`src/rtl/param_register_file.sv`:
```
// Parametrised two-read/one-write register file with a hardware clear sequencer,
// hardwired zero register, write-to-read bypass and stall-able registered read ports.
module param_register_file #(
    parameter int DATA_WIDTH  = 64,
    parameter int ADDR_WIDTH  = 5,
    parameter int ZERO_REG_EN = 1,
    parameter int ZERO_REG    = 31,
    parameter int BYPASS_EN   = 1
) (
    input  logic                  clk,
    input  logic                  rst,
    input  logic                  rd_en,
    input  logic [ADDR_WIDTH-1:0] read_reg_address_1,
    input  logic [ADDR_WIDTH-1:0] read_reg_address_2,
    input  logic                  reg_write,
    input  logic [ADDR_WIDTH-1:0] write_reg_address,
    input  logic [DATA_WIDTH-1:0] data,
    output logic [DATA_WIDTH-1:0] reg_out_1,
    output logic [DATA_WIDTH-1:0] reg_out_2,
    output logic                  ready
);

    localparam int                    DEPTH     = 2 ** ADDR_WIDTH;
    localparam logic [ADDR_WIDTH-1:0] LAST_ADDR = '1;
    localparam logic [ADDR_WIDTH-1:0] ZERO_ADDR = ADDR_WIDTH'(ZERO_REG);

    typedef enum logic {CLEAR, RUN} state_t;

    state_t                state, state_next;
    logic [ADDR_WIDTH-1:0] cnt;
    logic [DATA_WIDTH-1:0] mem [DEPTH];
    logic                  write_ok;
    logic                  clear_done;
    logic [DATA_WIDTH-1:0] read_val_1, read_val_2;

    always_ff @(posedge clk) begin
        if (rst) state <= CLEAR;
        else     state <= state_next;
    end

    always_comb begin
        state_next = state;
        clear_done = 1'b0;
        if (state == CLEAR && cnt == LAST_ADDR) begin
            state_next = RUN;
            clear_done = 1'b1;
        end
    end

    always_ff @(posedge clk) begin
        if (rst) begin
            cnt   <= '0;
            ready <= 1'b0;
        end else if (state == CLEAR) begin
            if (clear_done) ready <= 1'b1;
            else            cnt   <= cnt + ADDR_WIDTH'(1);
        end
    end

    // Writes to the zero register are discarded so it can never hold a stale value.
    assign write_ok = (state == RUN) && reg_write &&
                      !(ZERO_REG_EN != 0 && write_reg_address == ZERO_ADDR);

    // The array has no reset: the clear sequencer zeroes it one entry per edge.
    always_ff @(posedge clk) begin
        if (!rst) begin
            if (state == CLEAR)
                mem[cnt] <= '0;
            else if (write_ok)
                mem[write_reg_address] <= data;
        end
    end

    always_comb begin
        read_val_1 = mem[read_reg_address_1];
        if (ZERO_REG_EN != 0 && read_reg_address_1 == ZERO_ADDR)
            read_val_1 = '0;
        else if (BYPASS_EN != 0 && reg_write && write_reg_address == read_reg_address_1)
            read_val_1 = data;
    end

    always_comb begin
        read_val_2 = mem[read_reg_address_2];
        if (ZERO_REG_EN != 0 && read_reg_address_2 == ZERO_ADDR)
            read_val_2 = '0;
        else if (BYPASS_EN != 0 && reg_write && write_reg_address == read_reg_address_2)
            read_val_2 = data;
    end

    always_ff @(posedge clk) begin
        if (rst || state == CLEAR) begin
            reg_out_1 <= '0;
            reg_out_2 <= '0;
        end else if (rd_en) begin
            reg_out_1 <= read_val_1;
            reg_out_2 <= read_val_2;
        end
    end

endmodule
```
`config.mk`:
```
export PLATFORM = sky130hd
export DESIGN_NAME = param_register_file
export DESIGN_NICKNAME = d
export VERILOG_FILES = /design/src/rtl/param_register_file.sv
export SDC_FILE = /design/constraint.sdc
export NUM_CORES = 2
export LEC_CHECK = 0
export BUFFER_PORTS_ARGS = -buffer_cell sky130_fd_sc_hd__buf_4
export CAP_MARGIN = 20
export CELL_PAD_IN_SITES_DETAIL_PLACEMENT = 1
export CELL_PAD_IN_SITES_GLOBAL_PLACEMENT = 1
export CORE_ASPECT_RATIO = 0.6
export CORE_MARGIN = 8
export CORE_UTILIZATION = 50
export CTS_CLUSTER_DIAMETER = 120
export DETAILED_ROUTE_END_ITERATION = 10
export PLACE_DENSITY_LB_ADDON = 0.1
export SLEW_MARGIN = 20
export SYNTH_ARGS = -nofsm -noshare
export SYNTH_HDL_FRONTEND = slang
export SYNTH_SLANG_ARGS = --single-unit
```
`constraint.sdc`:
```
create_clock -name clk -period 4.9 [get_ports clk]
set_input_delay 0.49 -clock clk [delete_from_list [all_inputs] [get_ports clk]]
set_output_delay 0.49 -clock clk [all_outputs]
set_load 0.1 [all_outputs]
```
# Word-level counts from Yosys, hierarchy flattened
# Memory sizes are Yosys's and may differ from the RTL's.
# Index checks and enable logic that the tools add are counted.
# totals
regBits	135
ramBits	2048
input_bits	83
output_inout_bits	129
n_memories	1
# memory_table
memory	words	word_bits	read_ports	rd_clocked_by_memory_dff	write_ports	line	text
mem	32	64	2	0	1	31	logic [DATA_WIDTH-1:0] mem [DEPTH];
# op_classes
n_addsub	1
eq_ne	6
muxes	15
bitwise	2
n_reduce_logical	10
# op_table
operator	count
$mux W64	5
$reduce_or A64 Y1	1
$eq A5 B5 Y1 const B	4
$eq A5 B5 Y1	2
$mux W1	9
$add A5 B1 Y5 const B	1
$logic_and A1 B1 Y1	5
$mux W5	1
$reduce_and A2 Y1	2
$not A1 Y1	2
$logic_not A1 Y1	1
$logic_or A1 B1 Y1	1

# Longest topological paths before layout
# logic_depth
word_depth	9
depth_mapped	10
mapped_depth_nobuf	7

# Least setup slack after synthesis
# OpenSTA, ideal clock, no wires.
# synth_path
path_type	register -> register
start	register state
end	memory mem[25][0], enable pin
setup_ns	0.487
t_arrival_ns	5.233
setup_slack_ns	-0.820
path_stages_with_launch	7
path_buffers	1
period_less_slack_ns	5.720
cell_sequence	dfxtp_1 clkbuf_1 nand3b_1 a41oi_2 mux2_2 or3_1 nor2_1
# synth_via
elab_chain_cells	8
elab_cells_between_ends	12
classes_between	9 x mux; 3 x reduce/logical
# synth_lines
item	line	text
start, declared	29	state_t state, state_next;
start signal, assigned	38	else state <= state_next;
$logic_and A1 B1 Y1 (2 in a row)	61	assign write_ok = (state == RUN) && reg_write &&
$mux W1	69	else if (write_ok)
$mux W1	67	if (state == CLEAR)
$mux W1	66	if (!rst) begin
$mux W1 (implied by the code)	70	mem[write_reg_address] <= data;
$reduce_or A64 Y1 (no line)	--	
$mux W5 (no line) / $mux W1 (equally long branches)	--	
end, declared	31	
# Several ways; a longest one is shown, not always the timed one.

# Worst setup path in the final report
# layout_path
start	register state
end	memory mem[25][19], enable pin
# The elaborated chain is that of the path after synthesis.

==> impl_metrics.json <==
{
  "outcome": "finished, final reports clean",
  "worstPathCellList": "nand3b_1 > a41oi_4 > buf_4 > o22ai_1 > or3_1 > nor2_4 > buf_12",
  "die_x_um": 589,
  "chipHeight_um": 360,
  "start_kind": "flip-flop",
  "num_rows": 126,
  "grt_max_degree": 84,
  "cp.arrival_ns": 4.35,
  "cpLargestDelayFamily": "simple AND/OR/NAND/NOR gates",
  "final_cells": 8270,
  "p_leak_uw": 0.0335,
  "setup_viol": 0,
  "fmax_mhz": 263,
  "fin_crit_sh": 0.776,
  "synth_cell_type_count": 54,
  "clock_path_buffers": 4,
  "worst-path-stages": 7,
  "async_reset_ff_frac": 0,
  "syn_nets": 5238,
  "port_buffers": 211,
  "ys_seq_area_frac": 0.652,
  "clk_latency_ns": 0.87,
  "place_ws_ns": 0.903,
  "drc_errors": 0,
  "slew_headroom": 0.272,
  "clk_pin_slew_ns": 0.06,
  "initial_utilization": 0.502,
  "cts_root_buffer": "clkbuf_16",
  "layout_commonest_cell": "edfxtp_1",
  "cts_sinks": 2182,
  "end_kind": "flip-flop",
  "synth-seq-cells": 2182,
  "ff2ff_path_depth": 7,
  "synth_area_per_cell_um2": 19.1,
  "peakVddDrop_v": 0.000297,
  "tritoncts": "done",
  "htree_num_levels": 4,
  "grt_pass1_vias": 61058,
  "hp-class": "in2reg",
  "p_per_area_nw_per_um2": 349,
  "finalHoldViolations": 0,
  "dp_hpwl_um": 198000,
  "dp.cells": 7828,
  "finClkSkew_ns": 0.0404,
  "synth_edf_count": 2048,
  "drtPass1Iterations": 5,
  "dr_total_vias": 60056,
  "drive_gt1_frac": 0.310,
  "maxCapViolations": 0,
  "worstPathRequired_ns": 5.45,
  "crit_type": "reg2reg",
  "cp_slowest_cell": "nor2_4",
  "tns_ns": 0,
  "slowest_delay_ns": 0.64,
  "cts_buffers": 209,
  "netlist_instances": 5153,
  "syn2layout_area_growth_pct": 14.2,
  "drt-total-wl_um": 339000,
  "tightest_slew_ns": 1.06,
  "grt.total_usage": 0.314,
  "vias_per_cell": 7.26,
  "hold_depth": 3,
  "antenna_left": 0,
  "post_cts_buffers": 0,
  "drtIter0Drc": 8701,
  "antenna_found_initial": 15,
  "gp_congestion": 0.814,
  "rsz0062_at_grt": "no",
  "io_pins": 212,
  "overflow": 0,
  "cp_max_fo": 24,
  "min_period_ns": 3.80,
  "fp.dieArea_um2": 212000,
  "final_nets": 5566,
  "ys_warn_count": 0,
  "grt_pass1_wl_um": 479000,
  "worst_slack_ns": 1.10,
  "final_cell_mix": "edfxtp_1, mux4_2, mux2i_1, buf_4, clkbuf_16",
  "drv_slew": 0,
  "avgRoutedWirePerCell_um": 41.0,
  "core-area_um2": 196000,
  "path_buf_inv": 2,
  "syn_area_um2": 98500,
  "synthFlopType": "edfxtp_1"
}
==> state kept, by name (all words and copies together), names as in the netlist <==
| register | cells |
|---|---|
| mem | 2048 |
| reg_out_1 | 64 |
| reg_out_2 | 64 |
| cnt | 5 |
| state | 1 |
==> Yosys cell counts (2+ instances only) <==
cell type | count | area share
edfxtp_1 | 2048 | 0.62
o22ai_1 | 173 | 0.011
a22o_1 | 135 | 0.012
a211o_1 | 5 | 0.00044
nand2b_1 | 3 | 0.00019
buf_4 | 50 | 0.0038
xor2_1 | 6 | 0.00053
a31oi_1 | 3 | 0.00019
buf_2 | 118 | 0.0060
nand3b_1 | 6 | 0.00046
nor3b_1 | 2 | 0.00015
nor2b_1 | 51 | 0.0032
nand3_1 | 11 | 0.00056
clkbuf_1 | 240 | 0.0091
a2111oi_0 | 33 | 0.0029
o41ai_1 | 33 | 0.0029
clkbuf_4 | 2 | 0.00015
xnor2_1 | 7 | 0.00062
nand4_1 | 2 | 0.00013
mux4_2 | 840 | 0.19
o21ai_0 | 12 | 0.00061
and3_1 | 4 | 0.00025
a221o_1 | 31 | 0.0031
ha_1 | 2 | 0.00025
o221ai_1 | 81 | 0.0072
or3_1 | 4 | 0.00025
and2_1 | 78 | 0.0050
buf_1 | 17 | 0.00065
dfxtp_1 | 134 | 0.027
mux2_2 | 43 | 0.0049
nor4_1 | 23 | 0.0015
a22oi_1 | 110 | 0.0084
buf_6 | 10 | 0.0011
a21oi_1 | 71 | 0.0036
a211oi_1 | 195 | 0.015
a32oi_1 | 2 | 0.00018
nor2_1 | 80 | 0.0030
nand2_1 | 11 | 0.00042
mux2i_1 | 402 | 0.041
nor3_1 | 2 | 0.00010
a21o_1 | 58 | 0.0044
inv_1 | 3 | 0.00011
==> report_power, final <==
part / internal, uW / leakage (uW) / switching, uW
sequential: 20200 / 0.0169 / 59.0
clock: 9120 / 0.00324 / 7200
combinational: 1050 / 0.0133 / 1590
==> through the flow <==
step | power, uW | area [um^2] | hold slack [ns] | utilization
finish | 39200 | 112000 | 0.0551 | 0.573
global route | 40100 | 112000 | 0.0341 | 0.573
CTS | 39300 | 112000 | 0.00209 | 0.573
detailed placement | 23200 | 105000 | 0.476 | 0.535
global placement | 23200 | 105000 | 0.474 | 0.535
floorplan | 22200 | 98500 | 0.484 | -
==> path summary, 6_finish.rpt <==
path                                       startpoint       endpoint  slack [ns]
worst max-delay path                            state    mem[25][19]        1.10
worst min-delay path            read_reg_address_2[3]  reg_out_2[56]        0.06
worst max register to register                  state    mem[25][19]        1.10
worst min register to register           reg_out_1[6]   reg_out_1[6]        0.49
==> metal layers <==
| metal | vias to the layer above | GRT usage | wire (um) |
|---|---|---|---|
| li1 | 23082 | - | - |
| met3 | 572 | 0.0664 | 38400 |
| met1 | 32473 | 0.477 | 141000 |
| met5 | - | 0 | 27 |
| met4 | 4 | 0.0795 | 9260 |
| met2 | 3925 | 0.467 | 150000 |
==> worst reg2reg max path, stage by stage (launching register included) <==
cell and delay [ns]:
dfxtp_1 0.48, nand3b_1 0.36, a41oi_4 0.41, buf_4 0.42
o22ai_1 0.29, or3_1 0.60, nor2_4 0.64, buf_12 0.31
==> kinds of logic (layout without fill, tap and decap cells) <==
kind of cell | Yosys count | in the layout | synth area share
buf+inv | 440 | 929 | 0.0210
flops | 2182 | 2182 | 0.652
xor+xnor | 13 | 13 | 0.00116
other cells | 0 | 4 | 0
simple gates | 279 | 279 | 0.0154
compound gates | 952 | 952 | 0.0729
fa+ha+maj | 2 | 2 | 0.000254
mux | 1285 | 1285 | 0.238
==> area by class of cell <==
cell class	instances	area, um^2
antenna	4	10.0
clock inverter	95	942
clock buffer	277	5690
inverter	3	13.8
sequential	2182	64200
tap	2624	3280
timing repair buffer	554	5630
multi-input combinational	2531	32700
fill	16734	83800
==> what timing repair did <==
action / in CTS / in global routing
setup endpoints to repair: 0 / 0
hold buffers: 65 / 0
hold endpoints to repair: 133 / 0
gates resized for setup: 0 / 0
Power figures use the tool's default switching activity.
